<file path="src/rtl/ntt_pkg.sv">
// Shared NTT constants, FSM state encoding and index helpers.
// Used by the coefficient bank and the butterfly address generators.
package ntt_pkg;

  localparam int ADDR_W = 6;
  localparam int LOG_N  = ADDR_W - 1;
  localparam int N      = 1 << LOG_N;

  typedef enum logic [1:0] {
    IDLE,
    LOAD,
    UNLOAD
  } state_t;

  function automatic logic [LOG_N-1:0] bitrev(
    input logic [LOG_N-1:0] idx
  );
    logic [LOG_N-1:0] r;
    r = '0;
    for (int b = 0; b < LOG_N; b++) begin
      r[b] = idx[LOG_N-1-b];
    end
    return r;
  endfunction

endpackage

</file>
<file path="src/rtl/ntt_coeff_bank.sv">
// NTT coefficient register bank: two read ports, per-word butterfly
// writes, and valid/ready load (bit-reversed) and unload streams.
module ntt_coeff_bank
  import ntt_pkg::*;
#(
  parameter int ADDR_WIDTH  = ADDR_W,
  parameter int DATA_WIDTH  = 32,
  parameter bit BITREV_LOAD = 1'b1
) (
  input  logic                  clk,
  input  logic                  rst_n,
  input  logic [ADDR_WIDTH-1:0] raddr1_i,
  input  logic [ADDR_WIDTH-1:0] raddr2_i,
  output logic [DATA_WIDTH-1:0] rdata1_o,
  output logic [DATA_WIDTH-1:0] rdata2_o,
  input  logic [ADDR_WIDTH-1:0] waddr1_i,
  input  logic [ADDR_WIDTH-1:0] waddr2_i,
  input  logic [DATA_WIDTH-1:0] wdata1_i,
  input  logic [DATA_WIDTH-1:0] wdata2_i,
  input  logic [N-1:0]          we_i,
  input  logic                  load_start_i,
  input  logic                  in_valid_i,
  input  logic [DATA_WIDTH-1:0] in_data_i,
  output logic                  in_ready_o,
  input  logic                  unload_start_i,
  output logic                  out_valid_o,
  output logic [DATA_WIDTH-1:0] out_data_o,
  input  logic                  out_ready_i,
  output logic                  busy_o,
  output logic                  done_o
);

  state_t state_q, state_d;

  logic [LOG_N-1:0] cnt;
  logic [LOG_N-1:0] cnt_inc;
  logic [LOG_N-1:0] load_idx;
  logic             load_hs;
  logic             unload_hs;
  logic             last;
  logic             done_d;

  logic [N-1:0][DATA_WIDTH-1:0] mem;
  logic [N-1:0][DATA_WIDTH-1:0] wval;
  logic [N-1:0]                 wen;

  // Top address bit selects nothing here; addresses wrap modulo N.
  logic unused_addr;
  assign unused_addr = ^{raddr1_i[ADDR_WIDTH-1:LOG_N],
                         raddr2_i[ADDR_WIDTH-1:LOG_N],
                         waddr1_i[ADDR_WIDTH-1:LOG_N],
                         waddr2_i[ADDR_WIDTH-1:LOG_N]};

  assign in_ready_o = (state_q == LOAD);
  assign busy_o     = (state_q != IDLE);
  assign load_hs    = (state_q == LOAD) && in_valid_i;
  assign unload_hs  = (state_q == UNLOAD) &&
                      out_valid_o && out_ready_i;
  assign last       = (cnt == {LOG_N{1'b1}});
  assign cnt_inc    = cnt + 1'b1;
  assign load_idx   = BITREV_LOAD ? bitrev(cnt) : cnt;

  // Port 1 takes priority when both addresses hit the same word.
  for (genvar i = 0; i < N; i++) begin : g_wsel
    logic hit1, hit2;
    assign hit1    = (waddr1_i[LOG_N-1:0] == LOG_N'(i));
    assign hit2    = (waddr2_i[LOG_N-1:0] == LOG_N'(i));
    assign wen[i]  = (state_q == IDLE) && we_i[i] &&
                     (hit1 || hit2);
    assign wval[i] = hit1 ? wdata1_i : wdata2_i;
  end

  always_comb begin
    state_d = state_q;
    done_d  = 1'b0;
    unique case (state_q)
      IDLE: begin
        if (load_start_i) begin
          state_d = LOAD;
        end else if (unload_start_i) begin
          state_d = UNLOAD;
        end
      end
      LOAD: begin
        if (load_hs && last) begin
          state_d = IDLE;
          done_d  = 1'b1;
        end
      end
      UNLOAD: begin
        if (unload_hs && last) begin
          state_d = IDLE;
          done_d  = 1'b1;
        end
      end
      default: state_d = IDLE;
    endcase
  end

  always_ff @(posedge clk or negedge rst_n) begin
    if (!rst_n) begin
      state_q <= IDLE;
      done_o  <= 1'b0;
    end else begin
      state_q <= state_d;
      done_o  <= done_d;
    end
  end

  always_ff @(posedge clk or negedge rst_n) begin
    if (!rst_n) begin
      mem         <= '0;
      cnt         <= '0;
      rdata1_o    <= '0;
      rdata2_o    <= '0;
      out_data_o  <= '0;
      out_valid_o <= 1'b0;
    end else begin
      rdata1_o <= mem[raddr1_i[LOG_N-1:0]];
      rdata2_o <= mem[raddr2_i[LOG_N-1:0]];
      for (int i = 0; i < N; i++) begin
        if (wen[i]) begin
          mem[i] <= wval[i];
        end
      end
      if (state_q == IDLE && state_d != IDLE) begin
        cnt <= '0;
      end
      if (state_q == IDLE && state_d == UNLOAD) begin
        out_data_o  <= mem[0];
        out_valid_o <= 1'b1;
      end
      if (load_hs) begin
        mem[load_idx] <= in_data_i;
        cnt           <= cnt_inc;
      end
      if (unload_hs) begin
        if (last) begin
          out_valid_o <= 1'b0;
        end else begin
          cnt        <= cnt_inc;
          out_data_o <= mem[cnt_inc];
        end
      end
    end
  end

endmodule

</file>
<file path="config.mk">
export PLATFORM = sky130hd
export DESIGN_NAME = ntt_coeff_bank
export DESIGN_NICKNAME = d
export VERILOG_FILES = /design/src/rtl/ntt_pkg.sv /design/src/rtl/ntt_coeff_bank.sv
export SDC_FILE = /design/constraint.sdc
export NUM_CORES = 2
export LEC_CHECK = 0
export CORE_ASPECT_RATIO = 1.25
export CORE_MARGIN = 1.5
export CORE_UTILIZATION = 45
export CTS_CLUSTER_SIZE = 20
export DETAILED_ROUTE_END_ITERATION = 7
export GPL_TIMING_DRIVEN = 1
export SYNTH_ARGS = -nofsm -noshare
export SYNTH_HDL_FRONTEND = slang
export SYNTH_SLANG_ARGS = --single-unit
</file>
<file path="constraint.sdc">
create_clock -name clk -period 3.7 [get_ports clk]
set_clock_uncertainty 0.05 [all_clocks]
set_input_delay 0.74 -clock clk [delete_from_list [all_inputs] [get_ports clk]]
set_output_delay 0.74 -clock clk [all_outputs]
set_load 0.02 [all_outputs]
</file>
==> metrics.txt <==
status complete, no violations; initial antenna violation count 20; post-synthesis sequential area ratio 32.14%; Post-Syn Area 0.08791 sq mm; setup_tns 0 ps; DRT Wirelength 381.3 mm; Crit Path Class reg -> out; HP Class in -> async; Root Driver clkbuf_16; wire per inst 37.17 um; FMAX 305.8 MHz; drc violations 0; Worst-path clk slew 60 ps; CTS tree done; dpl cells 10020; CTS Buf Count 131; wire length on met2 162.4 mm; met1 WL 136.3 mm; number of synthesized flops with an enable pin 0; Die ar. 0.1980 sq mm; commonest cells in the netlist 1202 x nand2_1, 1129 x dfrtp_1, 1092 x mux2_2; Avg Inst Size Synth 11.43 sq um; Max Buffers Root-to-Sink 3; Tightest Pin Transition 1235 ps; Ports 258; vias in the first global route 70110; PortBufs 253; highest routed layer met5; All-Layer GR Usage 38.19%; Placement Rows 181; Slew Viols, Final 0; CP Launch Type flop; crit path DAT 2480 ps; Synth async-reset ratio 100.0%; CP Max Fanout 5; first-pass GRT wire length 539.4 mm; starting density of the core 45.24%; share of the synthesized area in the top cell type 32.14%; die width 398.3 um; LEAKAGE 35.58 nW; Top Family by Delay on Critical Path buffers and inverters; dominant cells by area after synthesis dfrtp_1 32%, mux4_2 24%, mux2_2 14%, mux2i_1 12%, o21ai_0 5.8%; final hold vios 0; Area Growth Syn to Fin 14.57%; relative slew slack 17.40%; CTS H-tree lvls 4; CP endpoint kind output port; most common cell in the netlist nand2_1; largest net degree at the start of global routing 111; DPL Wire Length 234.6 mm; Fin Hold WS 301.3 ps; Worst path max stage delay 710 ps; Clock Latency Late Sink 840 ps; Netlist cell types 50; Final period util 88.37%; Die Ht 497.2 um; CP Cell Sequence inv_1 > ha_1 > clkdlybuf4s50_1; Synthesized Nets 7861; routed via count 71950; Post-Syn Instances 7692; number of DRC markers in iteration 0 10040; Fillers 16760; Primary FF master, synth dfrtp_1; R2R Setup Slk 430 ps; core area 0.1943 sq mm; post-route ant nets 0; layout cells sized above 1 36.61%; Buffers & Inverters on Critical Path 2; synth warn 0; DRT Pass-1 Iters 7; RSZ-0062 raised after global routing false; slowest CP cell clkdlybuf4s50_1; Via-to-Cell Ratio 7.014; crit path time final 3270 ps; WL met3 52.41 mm; Synth Register Bits 1129; Sink Count 1129; GPL Wtd Cong 0.9357; maxcap violations 0; Final Setup Violations 0; post-route cell area 0.1007 sq mm; PwrDens 639.4 mW/mm^2; cell accounting for the most synthesized area dfrtp_1; layout net count 7759; Req. time, crit path 2910 ps; Post-Layout Cell Count 10260; worst vdd ir 0.6910 mV; gr ovfl total 0; Cell Area, Placed 0.09639 sq mm
per-stage QoR:
| step | setup WS [ps] | power (mW) | util [%] |
|---|---|---|---|
| floorplan | 571.4 | 40.58 | - |
| global placement | 184.4 | 49.33 | 49.61 |
| detailed placement | 120.3 | 50.36 | 49.61 |
| CTS | 420.6 | 63.95 | 51.82 |
| global route | 367.1 | 67.01 | 51.82 |
| finish | 430.3 | 64.40 | 51.84 |
cell families after synthesis:
logic type / Yosys count / share of synthesized area (%)
AND/OR/NAND/NOR: 1364 / 6.097
XOR/XNOR: 2 / 0.02847
adder cells (fa/ha/maj): 11 / 0.1566
flip-flops: 1129 / 32.14
buffers and inverters: 969 / 4.880
multiplexers: 3075 / 49.72
AO/OA/AOI/OAI: 1142 / 6.985
layout by cell type (no fill, tap or decap), types with 5 or more instances in the layout:
cell type        count
clkbuf_1            23
bufinv_16            6
mux2i_1           1059
dfrtp_1           1128
nand3_1              6
nor2_1              43
ha_1                 8
mux2_2            1092
a32o_1              31
nor2_4              44
clkbuf_8            22
clkinv_2            16
clkbuf_16          137
a311oi_1            30
mux4_2             924
and3_1              12
nor2b_1              6
o211a_4             20
inv_1                8
buf_8                5
a21oi_1              6
nand2_1           1188
nand2b_1             6
nand2_4             12
buf_4              267
o21ai_1             16
diode_2             15
buf_12             209
and2_1              12
clkinvlp_4          10
a21oi_4             12
o21ai_0           1012
clkdlybuf4s50_1    242
power by group:
| group | leakage (nW) | total, mW | internal [mW] | switching [mW] |
|---|---|---|---|---|
| Combinational | 19.1 | 27.8 | 15.1 | 12.7 |
| Sequential | 14.4 | 23.0 | 17.6 | 5.41 |
| Clock | 2.08 | 13.6 | 7.64 | 5.94 |
state kept, by name, summed over array words and instances (netlist names):
signal,cells
cnt,5
done_o,1
mem,1024
out_data_o,32
out_valid_o,1
rdata1_o,32
rdata2_o,32
state_q,2
cell type report:
cell class              instances  area [sq um]  share of cell area [%]
multi-input cells            5594         56190                   55.79
flip-flops and latches       1129         28260                   28.05
repair buffers                726          8718                   8.656
clock buffers                 182          3817                   3.790
well taps                    2562          3206                   3.183
clock inverters                42         464.2                  0.4609
diodes                         15         37.54                 0.03727
inverters                       8         30.03                 0.02981
final timing paths:
check | from | end | cells after the start
worst max-delay path | state_q[1] | in_ready_o | 3
worst min-delay path | rst_n | mem[862] | 2
worst max register to register | cnt[0] | out_data_o[23] | 8
worst min register to register | out_valid_o | out_valid_o | 1
max in group asynchronous | rst_n | mem[613] | 4
min in group clk | out_valid_o | out_valid_o | 1
repair_timing:
action,in CTS,in global routing
endpoints found under the hold margin,16,0
gates resized for setup,0,0
setup buffers,0,0
hold buffers,1,0
routing by layer:
| layer | vias to the layer above | track usage (%) |
|---|---|---|
| met5 | - | 0 |
| met4 | 10 | 24.60 |
| met3 | 1431 | 13.25 |
| met2 | 5495 | 54.65 |
| met1 | 36380 | 49.03 |
| li1 | 28640 | - |
Note: power is estimated with default switching activity, not from simulation.
